`src/rtl/riscv_mem_pkg.sv`:
```
// Shared types and helpers for the memory-access stage: FSM state encoding,
// load/store funct3 codes and byte-lane helpers.
package riscv_mem_pkg;

    typedef enum logic [1:0] {
        IDLE = 2'd0,
        WAIT = 2'd1,
        RESP = 2'd2
    } state_t;

    localparam logic [2:0] F3_B  = 3'b000;
    localparam logic [2:0] F3_H  = 3'b001;
    localparam logic [2:0] F3_W  = 3'b010;
    localparam logic [2:0] F3_BU = 3'b100;
    localparam logic [2:0] F3_HU = 3'b101;

    // Byte offset actually used for the access: halves drop bit 0, words
    // (and undefined funct3, treated as words) drop both bits.
    function automatic logic [1:0] align_off(input logic [2:0] f3, input logic [1:0] a);
        case (f3)
            F3_B, F3_BU: align_off = a;
            F3_H, F3_HU: align_off = {a[1], 1'b0};
            default:     align_off = 2'b00;
        endcase
    endfunction

    // Byte-enable mask for an access of the given size at the given offset.
    function automatic logic [3:0] be_mask(input logic [2:0] f3, input logic [1:0] off);
        case (f3)
            F3_B, F3_BU: be_mask = 4'b0001 << off;
            F3_H, F3_HU: be_mask = 4'b0011 << off;
            default:     be_mask = 4'b1111;
        endcase
    endfunction

    // Store data replicated across every lane the access could target.
    function automatic logic [31:0] store_lanes(input logic [2:0] f3, input logic [31:0] sd);
        case (f3)
            F3_B, F3_BU: store_lanes = {4{sd[7:0]}};
            F3_H, F3_HU: store_lanes = {2{sd[15:0]}};
            default:     store_lanes = sd;
        endcase
    endfunction

    // True when the unaligned address cannot be served by a single access.
    function automatic logic is_misaligned(input logic [2:0] f3, input logic [1:0] a);
        case (f3)
            F3_B, F3_BU: is_misaligned = 1'b0;
            F3_H, F3_HU: is_misaligned = a[0];
            default:     is_misaligned = (a != 2'b00);
        endcase
    endfunction

endpackage

```
`src/rtl/mem_access_stage_if.sv`:
```
// Ready/acknowledge data-memory bus between the memory-access stage (master)
// and the data memory (slave).
interface mem_access_stage_if;
    logic        mem_req;
    logic        mem_we;
    logic [31:0] mem_addr;
    logic [31:0] mem_wdata;
    logic [3:0]  mem_be;
    logic        mem_ack;
    logic [31:0] mem_rdata;

    modport master (
        output mem_req, mem_we, mem_addr, mem_wdata, mem_be,
        input  mem_ack, mem_rdata
    );

    modport slave (
        input  mem_req, mem_we, mem_addr, mem_wdata, mem_be,
        output mem_ack, mem_rdata
    );
endinterface

```
`src/rtl/load_formatter.sv`:
```
// Load-data formatter: picks the addressed byte/half out of the read word and
// sign- or zero-extends it; undefined funct3 returns the whole word.
module load_formatter
    import riscv_mem_pkg::*;
(
    input  logic [31:0] mem_rdata,
    input  logic [1:0]  addr_lo,
    input  logic [2:0]  funct3,
    output logic [31:0] data
);

    logic [7:0]  byte_lane;
    logic [15:0] half_lane;

    // Lane select followed by extension according to funct3.
    always_comb begin
        case (addr_lo)
            2'd0:    byte_lane = mem_rdata[7:0];
            2'd1:    byte_lane = mem_rdata[15:8];
            2'd2:    byte_lane = mem_rdata[23:16];
            default: byte_lane = mem_rdata[31:24];
        endcase
        half_lane = addr_lo[1] ? mem_rdata[31:16] : mem_rdata[15:0];
        case (funct3)
            F3_B:    data = {{24{byte_lane[7]}}, byte_lane};
            F3_BU:   data = {24'd0, byte_lane};
            F3_H:    data = {{16{half_lane[15]}}, half_lane};
            F3_HU:   data = {16'd0, half_lane};
            default: data = mem_rdata;
        endcase
    end

endmodule

```
`src/rtl/mem_access_stage.sv`:
```
// Memory-access pipeline stage: issues loads/stores on the data bus, stalls
// the pipeline while the bus is busy, aborts after TIMEOUT unacknowledged
// cycles and returns formatted load data.
// Optional feature macro: MEM_MISALIGN_TRAP_EN (trap misaligned H/W accesses
// instead of silently aligning them down).
module mem_access_stage
    import riscv_mem_pkg::*;
#(
    parameter int unsigned TIMEOUT = 16
) (
    input  logic                       clk,
    input  logic                       rst_n,
    input  logic                       valid_in,
    input  logic [31:0]                ALUResIn,
    input  logic [31:0]                store_data,
    input  logic [2:0]                 dm_ctrl,
    input  logic                       dm_write,
    input  logic                       dm_read,
    output logic                       stall_out,
    mem_access_stage_if.master         bus,
    output logic [31:0]                DMDataRdOut,
`ifdef MEM_MISALIGN_TRAP_EN
    output logic                       misaligned,
`endif
    output logic                       bus_err
);

    localparam int unsigned CW = $clog2(TIMEOUT + 1);
    localparam logic [CW-1:0] LAST = CW'(TIMEOUT - 1);

    state_t        state;
    logic          start;
    logic          trap;
    logic [1:0]    off;
    logic [2:0]    ld_f3;
    logic [1:0]    ld_off;
    logic [CW-1:0] wait_cnt;
    logic [31:0]   ld_data;

    assign start     = (state == IDLE) && valid_in && (dm_read || dm_write);
    assign stall_out = start || (state == WAIT);
    assign off       = align_off(dm_ctrl, ALUResIn[1:0]);

`ifdef MEM_MISALIGN_TRAP_EN
    assign trap = is_misaligned(dm_ctrl, ALUResIn[1:0]);
`else
    assign trap = 1'b0;
`endif

    load_formatter u_fmt (
        .mem_rdata (bus.mem_rdata),
        .addr_lo   (ld_off),
        .funct3    (ld_f3),
        .data      (ld_data)
    );

    // Access FSM with registered bus outputs, timeout counter and result.
    // Without the trap build, off is already aligned down, so unaligned H/W
    // accesses proceed on the containing word.
    always_ff @(posedge clk or negedge rst_n) begin
        if (!rst_n) begin
            state         <= IDLE;
            bus.mem_req   <= 1'b0;
            bus.mem_we    <= 1'b0;
            bus.mem_addr  <= '0;
            bus.mem_wdata <= '0;
            bus.mem_be    <= '0;
            DMDataRdOut   <= '0;
            bus_err       <= 1'b0;
`ifdef MEM_MISALIGN_TRAP_EN
            misaligned    <= 1'b0;
`endif
            wait_cnt      <= '0;
            ld_f3         <= '0;
            ld_off        <= '0;
        end else begin
            bus_err <= 1'b0;
`ifdef MEM_MISALIGN_TRAP_EN
            misaligned <= 1'b0;
`endif
            case (state)
                IDLE: begin
                    DMDataRdOut <= '0;
                    if (start && trap) begin
                        state <= RESP;
`ifdef MEM_MISALIGN_TRAP_EN
                        misaligned <= 1'b1;
`endif
                    end else if (start) begin
                        state         <= WAIT;
                        bus.mem_req   <= 1'b1;
                        bus.mem_we    <= dm_write;
                        bus.mem_addr  <= {ALUResIn[31:2], 2'b00};
                        bus.mem_be    <= dm_write ? be_mask(dm_ctrl, off) : 4'b0000;
                        bus.mem_wdata <= dm_write ? store_lanes(dm_ctrl, store_data) : '0;
                        ld_f3         <= dm_ctrl;
                        ld_off        <= off;
                        wait_cnt      <= '0;
                    end
                end
                WAIT: begin
                    if (bus.mem_ack || wait_cnt == LAST) begin
                        state         <= RESP;
                        DMDataRdOut   <= (bus.mem_ack && !bus.mem_we) ? ld_data : '0;
                        bus_err       <= !bus.mem_ack;
                        bus.mem_req   <= 1'b0;
                        bus.mem_we    <= 1'b0;
                        bus.mem_addr  <= '0;
                        bus.mem_wdata <= '0;
                        bus.mem_be    <= '0;
                        wait_cnt      <= '0;
                    end else begin
                        wait_cnt <= wait_cnt + 1'b1;
                    end
                end
                RESP: begin
                    state       <= IDLE;
                    DMDataRdOut <= '0;
                end
                default: state <= IDLE;
            endcase
        end
    end

endmodule

```
`src/flat_wrapper.sv`:
```
// flat-port wrapper written by rule: the top's interface ports become plain ports
module mem_access_stage_flat import riscv_mem_pkg::*;
#(
    parameter int unsigned TIMEOUT = 16
)
  (clk, rst_n, valid_in, ALUResIn, store_data, dm_ctrl, dm_write, dm_read, stall_out, DMDataRdOut, bus_err, bus_mem_req, bus_mem_we, bus_mem_addr, bus_mem_wdata, bus_mem_be, bus_mem_ack, bus_mem_rdata);
  mem_access_stage_if bus_i ();
  input  logic clk;
  input  logic rst_n;
  input  logic valid_in;
  input  logic [31:0] ALUResIn;
  input  logic [31:0] store_data;
  input  logic [2:0] dm_ctrl;
  input  logic dm_write;
  input  logic dm_read;
  output logic stall_out;
  output logic [31:0] DMDataRdOut;
  output logic bus_err;
  output wire logic [$bits(bus_i.mem_req)-1:0] bus_mem_req;
  output wire logic [$bits(bus_i.mem_we)-1:0] bus_mem_we;
  output wire logic [$bits(bus_i.mem_addr)-1:0] bus_mem_addr;
  output wire logic [$bits(bus_i.mem_wdata)-1:0] bus_mem_wdata;
  output wire logic [$bits(bus_i.mem_be)-1:0] bus_mem_be;
  input wire logic [$bits(bus_i.mem_ack)-1:0] bus_mem_ack;
  input wire logic [$bits(bus_i.mem_rdata)-1:0] bus_mem_rdata;
  assign bus_mem_req = bus_i.mem_req;
  assign bus_mem_we = bus_i.mem_we;
  assign bus_mem_addr = bus_i.mem_addr;
  assign bus_mem_wdata = bus_i.mem_wdata;
  assign bus_mem_be = bus_i.mem_be;
  assign bus_i.mem_ack = bus_mem_ack;
  assign bus_i.mem_rdata = bus_mem_rdata;
  mem_access_stage #(.TIMEOUT(TIMEOUT)) u_core (.clk(clk), .rst_n(rst_n), .valid_in(valid_in), .ALUResIn(ALUResIn), .store_data(store_data), .dm_ctrl(dm_ctrl), .dm_write(dm_write), .dm_read(dm_read), .stall_out(stall_out), .bus(bus_i), .DMDataRdOut(DMDataRdOut), .bus_err(bus_err));
endmodule
```
`config.mk`:
```
export PLATFORM = sky130hd
export DESIGN_NAME = mem_access_stage_flat
export DESIGN_NICKNAME = d
export VERILOG_FILES = /design/src/rtl/riscv_mem_pkg.sv /design/src/rtl/mem_access_stage_if.sv /design/src/rtl/load_formatter.sv /design/src/rtl/mem_access_stage.sv /design/src/flat_wrapper.sv
export SDC_FILE = /design/constraint.sdc
export NUM_CORES = 1
export LEC_CHECK = 0
export CAP_MARGIN = 0
export CORE_MARGIN = 2
export CORE_UTILIZATION = 45
export CTS_BUF_LIST = sky130_fd_sc_hd__clkbuf_4 sky130_fd_sc_hd__clkbuf_8
export DETAILED_ROUTE_END_ITERATION = 10
export GPL_ROUTABILITY_DRIVEN = 0
export PLACE_DENSITY = 0.82
export SYNTH_ARGS = -nofsm -noshare
export SYNTH_HDL_FRONTEND = slang
export SYNTH_SLANG_ARGS = --single-unit
```
`constraint.sdc`:
```
create_clock -name clk -period 2.8 [get_ports clk]
set_input_delay 0.56 -clock clk [delete_from_list [all_inputs] [get_ports clk]]
set_output_delay 0.56 -clock clk [all_outputs]
set_load 0.02 [all_outputs]
```
# Yosys cells after proc, flatten, opt, wreduce, memory -nomap -nowiden
# Cells that the tools add are included.
[word_totals]
regBits = 115
latch_bits = 0
ram_bits = 0
rom_bits = 0
mem_count = 0
[op_classes]
n_addsub = 1
mul = 0
div_mod_pow = 0
order_cmp = 0
eq_ne = 13
shifts = 2
n_mux = 32
bitwise_logic = 0
n_reduce_logical = 22
[ops]
columns = ["cell", "count"]
rows = [
  ["one-hot mux 32 bit (2 select lines)", 4],
  ["2-to-1 mux 32 bit", 6],
  ["one-hot mux 32 bit (4 select lines)", 1],
  ["one-hot mux 8 bit (3 select lines)", 1],
  ["2-to-1 mux 16 bit", 1],
  ["one-hot mux 4 bit (2 select lines)", 2],
  ["equality test 3 bit (second input constant)", 4],
  ["2-to-1 mux 4 bit", 3],
  ["2-to-1 mux 5 bit", 2],
  ["one-hot mux 5 bit (2 select lines)", 1],
  ["one-hot mux 2 bit (2 select lines)", 2],
  ["AND reduction 2 bit", 4],
  ["equality test 3 x 1 -> 1 bit (second input constant)", 2],
  ["logical NOT 3 bit", 2],
  ["OR reduction 2 bit", 3],
  ["adder 5 x 1 -> 5 bit (second input constant)", 1],
  ["equality test 5 x 4 -> 1 bit (second input constant)", 1],
  ["2-to-1 mux 1 bit", 5],
  ["equality test 2 x 1 -> 1 bit (second input constant)", 2],
  ["equality test 2 bit (second input constant)", 2],
  ["logical NOT 2 bit", 2],
  ["2-to-1 mux 2 bit", 2],
  ["one-hot mux 1 bit (2 select lines)", 2],
  ["nonzero test 2 bit", 2],
  ["other kinds (8)", 13],
]

# Depth between registers and ports, before layout
[logic_depth]
ltp_word = 8
mapped_depth = 9
ltp_nobuf = 7

# Cells and area by module
# From an unflattened synthesis, not the netlist that was laid out.
[unflattened]
hier_cells = 594
area_unflattened_um2 = 5988.2
[modules_own_cells]
columns = ["module", "n_inst", "cells_per_inst", "area_each_um2"]
rows = [
  ["mem_access_stage", 1, 461, 5018.6],
  ["load_formatter", 1, 133, 969.7],
]

# Least setup slack after synthesis
# No wires, ideal clock.
[synth_timing]
kind = "register -> register"
from = "register u_core.wait_cnt[0]"
to = "register u_core.wait_cnt[2]"
arrival_time_ns = 1.892
required_ns = 2.717
path_slack_ns = 0.826
stages_incl_launch_ff = 8
path_cell_list = "dfrtp_1 > ha_1 > and3_1 > ha_1 > or4b_2 > nor2_1 > o21ai_0 > o21ai_0"
[synth_via]
elab_chain_len = 4
word_cells_on_any_way = 5
classes_between = "add/sub (1); eq/ne (1); mux (2); reduce/logical (1)"
[synth_rtl]
columns = ["item", "line_no", "source"]
rows = [
  ["start, declared", "mem_access_stage.sv:37", "logic [CW-1:0] wait_cnt;"],
  ["start signal, assigned", "mem_access_stage.sv:113", "wait_cnt <= wait_cnt + 1'b1;"],
  ["parallel branches: the longest is 2 deep, another holds adder 5 x 1 -> 5 bit", "n/a", ""],
  ["2-to-1 mux 5 bit *", "mem_access_stage.sv:102", "if (bus.mem_ack || wait_cnt == LAST) begin"],
  ["one-hot mux 5 bit (2 select lines) *", "mem_access_stage.sv:81", "case (state)"],
]
# Every way passes the cells marked *.
# A chain may end at the register's enable or synchronous reset.

# Final worst setup path
[layout_timing]
from = "input dm_write"
to = "output stall_out"
[layout_via]
elab_chain_len = 3
[layout_rtl]
columns = ["item", "line_no", "source"]
rows = [
  ["start, declared", "flat_wrapper.sv:14", "input logic dm_write;"],
  ["logical OR 1 bit", "mem_access_stage.sv:40", "assign start = (state == IDLE) && valid_in && (dm_read || dm_write);"],
  ["logical AND 1 bit", "mem_access_stage.sv:40", ""],
  ["logical OR 1 bit", "mem_access_stage.sv:41", "assign stall_out = start || (state == WAIT);"],
  ["end, declared", "flat_wrapper.sv:16", "output logic stall_out;"],
]
# Every way passes these cells.

==> metrics <==
status completed; final period utilization 0.9093; Reg2Reg Capture Point u_core.wait_cnt[2]; H-Tree Depth 4; Lkg Pwr 3.655 nW; ANT cells 0; crit-path max cell delay 600 ps; die height 112.6 µm; dpl cell area 0.007496 mm²; Distinct cells, synth 41; Boundary Pins 209; Hold Slack 171.5 ps; Multi-input gate area 0.002235 mm²; FMAX 0.3928 GHz; Hold Vio Cnt, Final 0; WP data required 2240 ps; most used cell along the critical path clkdlybuf4s50_1; first-pass GRT wire length 25.52 mm; max_slew headroom 0.3452; sequential fraction of the synthesis area 0.5333; Max-cap violations 0; number of flops mapped to enable cells by yosys 0; flop-to-flop setup slack 550 ps; mapped cell area 0.005303 mm²; number of setup buffers added after CTS 0; final-layout fill cell count 871; Post-Route WL 15.82 mm; Yosys reg bits 113; Synth Warn # 0; Sink Count 113; Worst-Skew Late Latency 420 ps; Synth top area share 0.5333; Die ar. 0.01267 mm²; critical path's slowest cell clkdlybuf4s50_1; vias in the first global route 5151; PD cells 753.4 mW/mm²; Post-Synthesis Cells 553; Setup-failing EPs final 0; R2R cell count 7; post-route cell area 0.007903 mm²; ranking of synthesized cells by area dfrtp_1, nand2_1, nand3_1, mux2i_1, o21ai_0; CP Capture Type primary output; 1st-pass router iterations 6; Total Routing Usage GR 0.2542; share of cells above drive strength 1 0.09699; FF-to-FF Start u_core.wait_cnt[0]; critical-path cell list clkdlybuf4s50_1 -> o21ai_1 -> a21o_1 -> inv_1 -> clkdlybuf4s50_1; Placed Cells 874; std cell rows 39; Post-route DRC 0; Setup TNS Final 0 ps; Storage cell area 0.002828 mm²; Avg Synthesized Cell Area 9.589 µm²; Worst Path Max Fanout 2; antenna violations before repair 0; WL/cell 17.46 µm; Detail Placement HPWL 11.31 mm; core footprint 0.01147 mm²; WP buf/inv 3; Max rail drop VDD 0.0005019 V; CTS root buf clkbuf_8; Yosys top cell by area dfrtp_1; TritonCTS Buffers 17; Final ANT Viol Nets 0; GR Overflow Total 0; post-DR vias/cell 5.567; min Tclk post-route 2546 ps; Post-synth ARST share 1.000; Port-buffer cells 206; Max Slew Vio Count 0; Top delay family on crit path buffers and inverters; RSZ-0062 raised after global routing false; fin cells 906; Clock Path Buffers 2; Hold Path Class input port to async pin; worst-margin pin slew 979.9 ps; Clock Pin Slew Worst Setup and Hold Paths 60 ps; Setup Skew 7.746 ps; Vias 5044; CTS tree built; Synth Flop Type dfrtp_1; Layout area overhead 49.03%; DR iter-0 viols 404; nets 857; Initial Util 0.4624; # resized after CTS 0; WS Path Type input port to primary output; largest net degree at the start of global routing 69; Hold-fix buffers, CTS 0; Worst Setup Start Kind input port; die width 112.6 µm; crit path DAT 1990 ps
==> area by class of cell <==
cell class	count	area share
Tap cell	143	0.02264
Clock buffer	30	0.04987
Clock inverter	2	0.001583
Multi-Input combinational cell	384	0.2828
Inverter	14	0.006650
Sequential cell	113	0.3578
Timing Repair Buffer	220	0.2787
==> how the worst max path moves through the flow <==
stage / startpoint / endpoint / cells past startpoint
2_1_floorplan: u_core.wait_cnt[0] / u_core.wait_cnt[2] / 7
4_1_cts: dm_write / stall_out / 5
5_1_grt: dm_write / stall_out / 5
6_report: dm_write / stall_out / 5
3_5_place_dp: dm_write / stall_out / 5
3_3_place_gp: dm_write / stall_out / 5
==> power by group <==
part           internal, mW  switching [mW]  leakage (nW)
Sequential             1.99           0.279          1.50
Clock                 0.880           0.613         0.212
Combinational          1.02            1.17          1.94
Total                  3.89            2.06          3.66
==> cells in the mapped netlist, types with 2 or more instances <==
master	n
a21o_1	9
a21oi_1	3
a221o_1	16
a221oi_1	8
and3_1	2
buf_2	15
buf_4	3
clkbuf_1	24
dfrtp_1	113
ha_1	2
inv_1	14
mux2_2	15
mux2_4	2
mux2i_1	18
nand2_1	143
nand2b_1	4
nand3_1	58
nand3b_1	2
nor2_1	15
nor3_1	4
nor3b_1	2
o21ai_0	36
o21ai_1	2
o22ai_1	8
o31ai_1	17
or2_1	2
or2_2	2
==> stage by stage <==
step / worst slack, ps / utilization / total power, mW
2_1_floorplan: 825.5 / - / 3.371
6_report: 253.9 / 0.6891 / 5.954
4_1_cts: 245.5 / 0.6891 / 6.002
3_5_place_dp: 250.6 / 0.6537 / 4.482
5_1_grt: 192.3 / 0.6891 / 6.273
3_3_place_gp: 257.9 / 0.6537 / 4.420
==> logic make-up (layout without fill, tap and decap cells) <==
group                    Yosys count  count (layout)  synth area share
AND/OR/NAND/NOR                  239             239            0.1984
adder cells (fa/ha/maj)            2               2          0.004718
AO/OA/AOI/OAI                    104             104            0.1397
flip-flops                       113             113            0.5333
other                              1               2         0.0007072
multiplexers                      36              36           0.07409
buffers and inverters             57             266           0.04743
XOR/XNOR                           1               1          0.001652
==> sequential cells by signal, summed over array words and instances (netlist names) <==
register	count
u_core.bus.mem_be	4
u_core.DMDataRdOut	32
u_core.bus_err	1
u_core.bus.mem_we	1
u_core.wait_cnt	5
u_core.state	2
u_core.ld_off	2
u_core.bus.mem_req	1
u_core.bus.mem_wdata	32
u_core.bus.mem_addr	30
u_core.ld_f3	3
==> routing by layer <==
layer,routed length (µm),global-route usage,up-vias
li1,-,-,2313
met1,6148,0.3116,2417
met2,7585,0.4088,274
met3,1518,0.07829,40
met4,565,0.1252,0
met5,0,0,-
==> cells in the final DEF, fill, tap and decap left out, drive strengths merged, types with 2 or more instances in the layout <==
| cell | count |
|---|---|
| nor3 | 4 |
| nand3b | 2 |
| dfrtp | 113 |
| nor3b | 3 |
| mux2 | 17 |
| buf | 15 |
| conb | 2 |
| a21oi | 3 |
| o22ai | 8 |
| and3 | 2 |
| ha | 2 |
| a21o | 9 |
| nor2 | 16 |
| clkdlybuf4s50 | 205 |
| nand2 | 143 |
| clkbuf | 30 |
| a221oi | 9 |
| inv | 14 |
| a221o | 16 |
| or2 | 4 |
| o21ai | 38 |
| o31ai | 17 |
| nand3 | 58 |
| mux2i | 19 |
| nand2b | 4 |
Power figures use the tool's default switching activity.
